### config.mk
export PLATFORM = sky130hd
export DESIGN_NAME = jacobian_readout
export DESIGN_NICKNAME = d
export VERILOG_FILES = /design/src/rtl/jacobian_readout_pkg.sv /design/src/rtl/jr_bank_ram.sv /design/src/rtl/jacobian_readout.sv
export SDC_FILE = /design/constraint.sdc
export NUM_CORES = 1
export LEC_CHECK = 0
export CAP_MARGIN = 40
export CORE_AREA = 2 2 232 326
export CTS_CLUSTER_DIAMETER = 40
export CTS_CLUSTER_SIZE = 8
export DETAILED_ROUTE_END_ITERATION = 7
export DIE_AREA = 0 0 234 328
export PLACE_DENSITY = 0.74
export SYNTH_ARGS = -nofsm -noshare
export SYNTH_HDL_FRONTEND = slang
export SYNTH_SLANG_ARGS = --single-unit
### constraint.sdc
create_clock -name clk -period 4.5 [get_ports clk]
set_clock_uncertainty 0.1 [all_clocks]
set_input_delay 0.9 -clock clk [delete_from_list [all_inputs] [get_ports clk]]
set_output_delay 0.9 -clock clk [all_outputs]
set_load 0.02 [all_outputs]
### src/rtl/jacobian_readout_pkg.sv
// rtl/jacobian_readout_pkg.sv - shared constants and types for the Jacobian frame readout
package jacobian_readout_pkg;
    localparam int ROWS         = 3;
    localparam int COLS         = 6;
    localparam int ENTRIES      = ROWS * COLS;
    localparam int IDX_W        = $clog2(ENTRIES);
    localparam int ADDR_STATUS  = ENTRIES;
    localparam int ADDR_RELEASE = ENTRIES + 1;

    localparam int STAT_CUR_FULL   = 0;
    localparam int STAT_OTHER_FULL = 1;
    localparam int STAT_OVF        = 2;
    localparam int STAT_ERR        = 3;
    localparam int STAT_SEQ_LSB    = 8;

    // Clear strobes in the STATUS write word sit one bit below their read positions.
    localparam int W1C_OVF = 1;
    localparam int W1C_ERR = 2;

    typedef enum logic {EMPTY = 1'b0, FULL = 1'b1} bank_state_e;
    typedef enum logic {WR_CAPTURE = 1'b0, WR_DROP = 1'b1} wr_state_e;
endpackage

### src/rtl/jr_bank_ram.sv
// rtl/jr_bank_ram.sv - two-bank frame store, one write port and one registered read port
module jr_bank_ram #(
    parameter int DW    = 27,
    parameter int DEPTH = 18,
    parameter int IW    = 5
) (
    input  logic          clk,
    input  logic          we,
    input  logic          wbank,
    input  logic [IW-1:0] widx,
    input  logic [DW-1:0] wdata,
    input  logic          re,
    input  logic          rbank,
    input  logic [IW-1:0] ridx,
    output logic [DW-1:0] rdata
);
    logic [DW-1:0] mem_q [2][DEPTH];

    always_ff @(posedge clk) begin
        if (we) begin
            mem_q[wbank][widx] <= wdata;
        end
        if (re) begin
            rdata <= mem_q[rbank][ridx];
        end
    end
endmodule

### src/rtl/jacobian_readout.sv
// rtl/jacobian_readout.sv - ping-pong capture of Jacobian frames with Avalon-MM host readout
module jacobian_readout
    import jacobian_readout_pkg::*;
#(
    parameter int DW = 27,
    parameter int AW = 5
) (
    input  logic          clk,
    input  logic          rst,
    input  logic          jac_valid,
    input  logic [DW-1:0] jac_data,
    input  logic          jac_last,
    input  logic [AW-1:0] avs_address,
    input  logic          avs_read,
    input  logic          avs_write,
    input  logic [31:0]   avs_writedata,
    output logic [31:0]   avs_readdata,
    output logic          frame_irq
);
    wr_state_e        st_q, st_d;
    logic [IDX_W-1:0] idx_q, idx_d;
    logic             wr_bank_q, wr_bank_d, rd_bank_q, rd_bank_d;
    bank_state_e      bank_q [2];
    bank_state_e      bank_d [2];
    logic [7:0]       seq_q, seq_d;
    logic             ovf_q, ovf_d, err_q, err_d, irq_q;
    logic             rd_ent_q, rd_ent_d;
    logic [31:0]      rd_word_q, rd_word_d;

    logic             ram_we, good, ovf_set, err_set;
    logic             cur_full, last_idx, release_ok, w1c, addr_entry;
    logic [IDX_W-1:0] ram_ridx;
    logic [DW-1:0]    ram_rdata;
    logic [31:0]      status;
    logic             unused_wdata;

    assign cur_full   = (bank_q[rd_bank_q] == FULL);
    assign last_idx   = (idx_q == IDX_W'(ENTRIES - 1));
    assign release_ok = avs_write && (avs_address == AW'(ADDR_RELEASE)) && cur_full;
    assign w1c        = avs_write && (avs_address == AW'(ADDR_STATUS));
    assign addr_entry = (avs_address < AW'(ENTRIES));
    assign ram_ridx   = addr_entry ? IDX_W'(avs_address) : '0;
    assign unused_wdata = ^{avs_writedata[31:3], avs_writedata[0]};

    always_comb begin
        st_d      = st_q;
        idx_d     = idx_q;
        ram_we    = 1'b0;
        good      = 1'b0;
        ovf_set   = 1'b0;
        err_set   = 1'b0;
        bank_d    = bank_q;
        rd_bank_d = rd_bank_q;
        wr_bank_d = wr_bank_q;
        seq_d     = seq_q;
        if (jac_valid) begin
            case (st_q)
                WR_CAPTURE: begin
                    if (idx_q == '0 && bank_q[wr_bank_q] == FULL) begin
                        ovf_set = 1'b1;
                        if (!jac_last) st_d = WR_DROP;
                    end else begin
                        ram_we = 1'b1;
                        if (jac_last && last_idx) begin
                            good  = 1'b1;
                            idx_d = '0;
                        end else if (jac_last || last_idx) begin
                            err_set = 1'b1;
                            idx_d   = '0;
                        end else begin
                            idx_d = idx_q + 1'b1;
                        end
                    end
                end
                WR_DROP: if (jac_last) st_d = WR_CAPTURE;
                default: st_d = WR_CAPTURE;
            endcase
        end
        if (release_ok) begin
            bank_d[rd_bank_q] = EMPTY;
            rd_bank_d         = ~rd_bank_q;
        end
        // A bank freed this cycle is as good as empty for the writer's next frame.
        if (good) begin
            bank_d[wr_bank_q] = FULL;
            seq_d             = seq_q + 8'd1;
            if (bank_q[~wr_bank_q] == EMPTY || release_ok) wr_bank_d = ~wr_bank_q;
        end else if (release_ok && bank_q[wr_bank_q] == FULL) begin
            wr_bank_d = ~wr_bank_q;
        end
        ovf_d = ovf_set || (ovf_q && !(w1c && avs_writedata[W1C_OVF]));
        err_d = err_set || (err_q && !(w1c && avs_writedata[W1C_ERR]));
    end

    always_comb begin
        status                       = '0;
        status[STAT_CUR_FULL]        = cur_full;
        status[STAT_OTHER_FULL]      = (bank_q[~rd_bank_q] == FULL);
        status[STAT_OVF]             = ovf_q;
        status[STAT_ERR]             = err_q;
        status[STAT_SEQ_LSB +: 8]    = seq_q;
    end

    assign rd_ent_d  = avs_read && addr_entry && cur_full;
    assign rd_word_d = (avs_read && avs_address == AW'(ADDR_STATUS)) ? status : '0;

    always_ff @(posedge clk or negedge rst) begin
        if (!rst) begin
            st_q      <= WR_CAPTURE;
            idx_q     <= '0;
            wr_bank_q <= 1'b0;
            rd_bank_q <= 1'b0;
            bank_q[0] <= EMPTY;
            bank_q[1] <= EMPTY;
            seq_q     <= '0;
            ovf_q     <= 1'b0;
            err_q     <= 1'b0;
            irq_q     <= 1'b0;
            rd_ent_q  <= 1'b0;
            rd_word_q <= '0;
        end else begin
            st_q      <= st_d;
            idx_q     <= idx_d;
            wr_bank_q <= wr_bank_d;
            rd_bank_q <= rd_bank_d;
            bank_q    <= bank_d;
            seq_q     <= seq_d;
            ovf_q     <= ovf_d;
            err_q     <= err_d;
            irq_q     <= cur_full;
            rd_ent_q  <= rd_ent_d;
            rd_word_q <= rd_word_d;
        end
    end

    jr_bank_ram #(.DW(DW), .DEPTH(ENTRIES), .IW(IDX_W)) u_ram (
        .clk   (clk),
        .we    (ram_we),
        .wbank (wr_bank_q),
        .widx  (idx_q),
        .wdata (jac_data),
        .re    (avs_read && addr_entry),
        .rbank (rd_bank_q),
        .ridx  (ram_ridx),
        .rdata (ram_rdata)
    );

    assign avs_readdata = rd_ent_q ? {{(32-DW){ram_rdata[DW-1]}}, ram_rdata} : rd_word_q;
    assign frame_irq    = irq_q;
endmodule
Word level (Yosys, flattened, before mapping):

Memory sizes are Yosys's and may differ from the RTL's.
Cells that the tools add are included.
Widths: inputs -> output; s select.

* equality and inequality tests: 4
* magnitude comparators: 10
* reductions and logical operators: 26
* $add $sub $neg: 2
* multiplexer cells: 51
* bitwise operators: 14

Operator list (count)
* $mux 486: 1
* $bmux 27 s5: 1
* $demux 27 s5: 1
* $mux 27: 3
* $mux 1: 35
* $mux 32: 1
* $logic_and 1x1->1: 16
* $mux 16: 1
* $eq 5x5->1 const B: 3
* $mux 5: 3
* $ge 6x6->1 const B: 2
* $not 5->6: 2
* $add 8x1->8 const B: 1
* $ge 2x2->1 const B: 4
* $not 1->2: 4
* $lt 6x1->1 const B: 1
* $add 5x1->5 const B: 1
* $logic_not 5->1: 1
* $lt 5x5->1 const B: 1
* $not 1->1: 5
* $logic_or 1x1->1: 4
* $lt 2x1->1 const B: 2
* $mux 2: 2
* $reduce_and 3->1: 1
* other kinds (9): 11

* output and inout bits: 33
* logic and storage cells: 121
* bits in writable memories: 972
* register bits after elaboration: 65
* memories: 1
* input bits: 70

Memory list
* u_ram.mem_q: depth 2, bits a word 486, read ports 1, clocked after Yosys merged registers in 0, write ports 1, RTL line jr_bank_ram.sv:17 `logic [DW-1:0] mem_q [2][DEPTH];`

Longest topological paths before layout:

Gate-level depths: netlist (run 1).

* word-level depth: 10
* depth in mapped cells: 11
* mapped depth without buffers: 10

By module:

A second synthesis (run 1) with hierarchy kept.

* cells, all modules: 2035
* area total of the unflattened synthesis: 40229.8 um2

By module, submodules not included
* jr_bank_ram: area each 38336.8 um2, times used 1, cells each 1848, sequential area each 29998.8 um2
* jacobian_readout: area each 1893.1 um2, times used 1, cells each 187, sequential area each 850.8 um2

Least setup slack after synthesis (run 1):

Ideal clock, no wire load.

* kind: input-to-reg
* start point: input port jac_valid
* end point: memory u_ram.mem_q[0][459] (netlist bit) (enable)
* setup slack: -0.334 ns
* stages: 4
* required time: 3.921 ns
* setup time: 0.479 ns
* arrival: 4.254 ns
* buffers on the path: 0
* cell sequence: nand2b_1 a31oi_1 nand3b_1 nor4_1

* word-level cells in the longest chain between the ends: 3

RTL lines
* start, declared: RTL line jacobian_readout.sv:10 `input logic jac_valid,`
* $mux 1: RTL line jacobian_readout.sv:56 `if (jac_valid) begin`
* $mux 1: RTL line jr_bank_ram.sv:20 `if (we) begin`
* $mux 486 (implied by the code): RTL line jr_bank_ram.sv:21 `mem_q[wbank][widx] <= wdata;`
* end, declared: RTL line jr_bank_ram.sv:17

Every way passes these cells.

Worst setup path after layout (run 1):

* start point: register wr_bank_q
* end point: memory u_ram.mem_q[1][156] (netlist bit) (enable)

* word-level cells in the longest chain between the ends: 10

RTL lines
* start, declared: RTL line jacobian_readout.sv:22 `logic wr_bank_q, wr_bank_d, rd_bank_q, rd_bank_d;`
* start signal, assigned: RTL line jacobian_readout.sv:124 `wr_bank_q <= wr_bank_d;`
* $not 1->2 (implied by the code): RTL line jacobian_readout.sv:59 `if (idx_q == '0 && bank_q[wr_bank_q] == FULL) begin`
* $mux 1 (implied by the code) (3 in series): RTL line jacobian_readout.sv:59
* $logic_and 1x1->1: RTL line jacobian_readout.sv:59
* $mux 1: RTL line jacobian_readout.sv:59
* $mux 1: RTL line jacobian_readout.sv:57 `case (st_q)`
* $mux 1: RTL line jacobian_readout.sv:56
* $mux 1: RTL line jr_bank_ram.sv:20
* $mux 486 (implied by the code): RTL line jr_bank_ram.sv:21

Several ways; a longest one is shown, not always the timed one. The select of a mux whose other input is x is not followed.

==> impl_metrics.toml, run 1 <==
[timing]
tightest_slew_ps = 797.4
setup_viol = 0
slew_headroom = 0.4684
timing.final.crit_share = 0.8274
slew_violations = 0
post-route-min-period_ps = 3723
fin_ws_ps = 776.6
fin_tns_setup_ps = 0
hold_viol = 0
maxClockFrequency_ghz = 0.2686
rsz0062_at_grt = "false"

[power]
ir_worst_vdd_mv = 0.3744
powerDensity_nw_per_um2 = 451.8
p_leak_nw = 15.37

[die]
io_pins = 103
rows = 118
die_area_sq_um = 76750
start_util = 0.5468
die_h_um = 328
die_w_um = 234
design.core.area_sq_um = 73670

[clock_network]
ctsRootBufferMaster = "clkbuf_16"
cts_tree = "built"
numCtsBuffers = 147
post-cts-setup-buffers = 0
cts_max_path_buffers = 3
clock_latency_ps = 710
postCtsResizedCells = 0
htree_num_levels = 4
clock-sinks = 1033
clk_pin_slew_worst_paths_ps = 50
holdBufCountCts = 0

[critical_path]
crit_chain = "mux2_2 -> a31oi_1 -> buf_4 -> nand3_1 -> nor2_4 -> buf_4"
rrSetupSlack_ps = 780
crit_path_top_delay_cell = "dfrtp_1"
critical_path_class = "flop to flop"
cp.required_ps = 4780
crit_family = "simple AND/OR/NAND/NOR gates"
crit_path_max_incr_delay_ps = 760
cp_common_cell = "buf_4"
critPathCaptureType = "flop"
crit_buf_inv = 2
startpoint_type = "flop"
r2r_cells = 6
r2r-end = "u_ram.mem_q[1][156]"
crit_arrival_ps = 4010
cp_max_fo = 21
r2r_start = "wr_bank_q"

[logic_synthesis]
muxShareOfSynthArea = 0.1016
ys_seq_elements = 1033
synth_area_leaders = "edfxtp_1 (74%), mux4_2 (6.8%), mux2i_1 (2.6%), nand2_1 (2.1%), dfrtp_1 (2.1%)"
yosysUniqueCellTypes = 53
synth_xor_area_frac = 0.001957
netlist_top_cells_count = "edfxtp_1 (999), nand2_1 (229), mux4_2 (122), nor2_1 (111), mux2i_1 (105)"
yosysSeqAreaShare = 0.7658
synth_most_common_cell = "edfxtp_1"
synth_edf_count = 999
synth-compound-area-share = 0.04578
yosysTopAreaCell = "edfxtp_1"
synth_nets = 2372
synth_adder_area_share = 0.002174
syn_area_per_cell_sq_um = 17.55
yosysWarnings = 0
synth-simple-area-share = 0.06467
async_flop_share = 0.03291
synth_top_area_share = 0.7447
synth_flop_cell = "edfxtp_1"
synth_top_family_by_area = "multiplexers"
syn_area_sq_um = 40280
syn_inst = 2295

[global_routing]
grtUsageTotal = 0.2708
grt_pass1_wl_um = 150100
globalRouteOverflowTotal = 0
grt_pass1_vias = 23510
grt_max_degree = 59
grt_antenna_before_repair = 7

[route]
wl_per_cell_um = 29.09
ant_nets = 0
drt-total-wl_um = 102400
num_vias = 22810
viasPerCell = 6.484
drc = 0
first_pass_iters = 6
drt_iter0_markers = 2704

[placement]
dpl.cell_count = 3331
hpwl_um = 58570
pre_cts_ws_ps = 388.2
port_buffers = 72
gp_congestion = 0.8239

[finish]
synthToLayoutAreaGrowth_pct = 17.08
fillCellCount = 4733
fin_cells = 3518
nets = 2597
drive_gt1_frac = 0.1977

[flow_run]
maxCapViolCount = 0

[run_status]
status = "completed"

[worst_hold_path]
hold_path.class = "input port to asynchronous set/reset pin"
==> placed cells by master (no fill, tap or decap), types with 32 or more instances in the layout <==
cell type / instances
dfrtp_1: 33
nor2_1: 78
mux2i_1: 105
a21oi_1: 68
buf_4: 112
nand2_1: 228
clkbuf_16: 150
o22ai_1: 32
clkdlybuf4s50_1: 70
nor2_4: 33
mux4_2: 122
nand3_1: 77
edfxtp_1: 999
o21ai_0: 52
==> registers in the layout, indices dropped and copies added (netlist names) <==
register and count:
bank_q 2, err_q 1, frame_irq 1, idx_q 5
ovf_q 1, rd_bank_q 1, rd_ent_q 1, rd_word_q 12
seq_q 8, st_q 1, u_ram.mem_q 972, u_ram.rdata 27
wr_bank_q 1
==> layout make-up <==
| cell class | instances | area, sq um | share of cell area |
|---|---|---|---|
| Inverter | 7 | 26.28 | 0.0005571 |
| Timing Repair Buffer | 215 | 2087 | 0.04425 |
| Multi-Input combinational cell | 1116 | 9014 | 0.1911 |
| Clock buffer | 171 | 3832 | 0.08126 |
| Clock inverter | 12 | 137.6 | 0.002918 |
| Tap cell | 960 | 1201 | 0.02547 |
| Sequential cell | 1033 | 30850 | 0.6542 |
| Antenna cell | 4 | 10.01 | 0.0002122 |
==> where the power goes <==
part	switching [mW]	internal (mW)
combinational	0.628	0.302
sequential	0.0389	10.7
clock	3.75	5.91
==> through the flow <==
stage / power [mW] / hold slack, ps / utilization / instance area, sq um
global route: 21.82 / 237.4 / 0.6401 / 47160
floorplan: 11.31 / 337.5 / - / 40290
detailed placement: 11.80 / 374.4 / 0.5861 / 43180
global placement: 11.74 / 354.7 / 0.5813 / 42830
CTS: 21.36 / 187.1 / 0.6400 / 47150
finish: 21.31 / 180.8 / 0.6401 / 47160
==> worst register-to-register path: stages, from the launching register on <==
cell     delay, ps
dfrtp_1        760
mux2_2         450
a31oi_1        310
buf_4          270
nand3_1        410
nor2_4         740
buf_4          360
==> metal layers <==
metal | vias up | wire (um) | share of wire | GRT usage
li1 | 9513 | - | - | -
met1 | 11660 | 35900 | 0.35 | 0.3343
met2 | 1386 | 52960 | 0.52 | 0.4619
met3 | 249 | 9230 | 0.090 | 0.05182
met4 | 4 | 4224 | 0.041 | 0.1260
met5 | - | 30 | 0.00029 | 0
==> cell families after synthesis <==
logic type	count (synthesis)
xor+xnor	9
flops	1033
simple gates	561
fa+ha+maj	7
mux	253
compound gates	286
buf+inv	146
==> worst max-delay path by stage <==
stage | from | cells after the start | slack (ps) | endpoint
after floorplan | jac_valid | 4 | 790 | u_ram.mem_q[0][459]
after global placement | avs_address[1] | 10 | 420 | u_ram.rdata[9]
after detailed placement | avs_address[1] | 10 | 390 | u_ram.rdata[9]
after CTS | wr_bank_q | 6 | 750 | u_ram.mem_q[1][139]
after global routing | wr_bank_q | 6 | 620 | u_ram.mem_q[1][156]
final | wr_bank_q | 6 | 780 | u_ram.mem_q[1][156]
(Power assumes the default switching activity.)
==> run 2, diff against run 1 <==
Settings changed: CORE_AREA 2 2 232 326 to 2 2 222 312, DIE_AREA 0 0 234 328 to 0 0 224 314, PLACE_DENSITY 0.74 to 0.77.
Clock period 4.5 ns to 3.6 ns, I/O delays scaled along.
==> run 2 against run 1 <==
Compared with the run above:
- via count rose by 3.4%
- clock-buffer cell count rose by 8
- sequential cell count did not move
- wire length rose by 4.7%
- die area fell by 8.4%
- critical path depth fell by 3
- cell area rose by 1.5%
- critical endpoint is now avs_readdata[12]
- largest cell class unchanged
==> impl_metrics.toml, run 2 (same netlist as run 1, synthesis figures left out) <==
[run_status]
status = "completed"

[flow_run]
maxCapViolCount = 0

[clock_network]
numCtsBuffers = 148
postCtsResizedCells = 0
clock_latency_ps = 700
clock-sinks = 1033
cts_max_path_buffers = 3
ctsRootBufferMaster = "clkbuf_16"
cts_tree = "built"
holdBufCountCts = 0
post-cts-setup-buffers = 0
htree_num_levels = 4
clk_pin_slew_worst_paths_ps = 50

[timing]
rsz0062_at_grt = "false"
timing.final.crit_share = 0.8805
slew_violations = 0
hold_viol = 0
setup_viol = 0
post-route-min-period_ps = 3170
fin_tns_setup_ps = 0
slew_headroom = 0.5512
maxClockFrequency_ghz = 0.3155
tightest_slew_ps = 667.0
whs_ps = 208.4

[finish]
regMostFlops = "u_ram.mem_q"
reg_top3 = "u_ram.mem_q: 972 flops, u_ram.rdata: 27 flops, rd_word_q: 12 flops"
layout_common_cells = "edfxtp_1 (999), nand2_1 (228), buf_4 (157)"
fin_cells = 3490
final_common_cell = "edfxtp_1"
drive_gt1_frac = 0.2170
final_core_util = 0.7096
synthToLayoutAreaGrowth_pct = 18.80
largest_reg_flops = 972
nets = 2660

[critical_path]
cp.required_ps = 2780
crit_arrival_ps = 2350
rrSetupSlack_ps = 710
crit_path_top_delay_cell = "clkdlybuf4s50_1"
cp_max_fo = 27
crit_path_max_incr_delay_ps = 550
startpoint_type = "flop"
critical_path_class = "flop to output port"
critPathCaptureType = "output port"
crit_chain = "buf_4 -> mux2_2 -> clkdlybuf4s50_1"

[global_routing]
globalRouteOverflowTotal = 0
grtUsageTotal = 0.3102
grt_max_degree = 49
grt_pass1_wl_um = 156800
grt_pass1_vias = 24590
grt_antenna_before_repair = 0

[die]
die_area_sq_um = 70340
die_h_um = 314
start_util = 0.5973
rows = 113
die_w_um = 224
io_pins = 103
design.core.area_sq_um = 67440

[placement]
gp_congestion = 0.8896
dpl.cell_count = 3295
port_buffers = 72
hpwl_um = 62040

[route]
drc = 0
first_pass_iters = 6
num_vias = 23580
drt_iter0_markers = 3291
wl_per_cell_um = 30.69
viasPerCell = 6.756
drt-total-wl_um = 107100
ant_nets = 0

[power]
ir_worst_vdd_mv = 0.4664
p_leak_nw = 15.78
powerDensity_nw_per_um2 = 564.0

[worst_hold_path]
hold_path.class = "input port to asynchronous set/reset pin"
## run 2: cell types whose count changed in the layout (fill, tap and decap cells not counted), sizes merged
| cell | before | now |
|---|---|---|
| buf | 145 | 206 |
| clkbuf | 171 | 179 |
| bufinv | 0 | 1 |
| clkdlybuf4s50 | 70 | 71 |
| inv | 14 | 15 |
| clkinv | 4 | 5 |
| diode | 4 | 1 |
## run 2: final timing paths
check / startpoint / to / depth (start not counted)
max: rd_ent_q / avs_readdata[12] / 3
min: rst / rd_word_q[12] / 1
max reg2reg: rd_bank_q / u_ram.rdata[9] / 5
min reg2reg: seq_q[7] / seq_q[7] / 1
max in group asynchronous: rst / wr_bank_q / 3
min in group clk: seq_q[7] / seq_q[7] / 1
## run 2: stage by stage
| stage | total power [mW] | area [sq um] | setup slack, ps |
|---|---|---|---|
| 3_3_place_gp | 14.75 | 43710 | -123.2 |
| 5_1_grt | 27.59 | 47850 | 372.7 |
| 2_1_floorplan | 14.14 | 40290 | 43.58 |
| 3_5_place_dp | 14.82 | 43800 | -98.82 |
| 4_1_cts | 27.03 | 47850 | 390.7 |
| 6_report | 26.99 | 47860 | 430.3 |
## run 2: worst max-delay path, delay by kind of cell (launching register included)
kind                   cells  cell delay, ps
DFF                        1             330
buffers and inverters      2             900
muxes                      1             420
## run 2: per-layer routing
layer	part of all wire	global-route usage
met3	0.092	0.05367
met2	0.51	0.5221
met5	0	0
met4	0.067	0.1967
met1	0.33	0.3748
## run 2: power breakdown
part | switching [mW] | internal (mW)
Sequential | 0.0475 | 13.3
Clock | 4.79 | 7.55
Combinational | 0.829 | 0.425
## run 2: area by class of cell
| cell class | count | area (sq um) |
|---|---|---|
| diodes | 1 | 2.502 |
| clock buffers | 179 | 3884 |
| clock inverters | 15 | 170.2 |
| fillers | 3731 | 19590 |
| inverters | 7 | 26.28 |
| multi-input cells | 1116 | 8999 |
| flip-flops and latches | 1033 | 30850 |
| well taps | 862 | 1079 |
| repair buffers | 277 | 2843 |
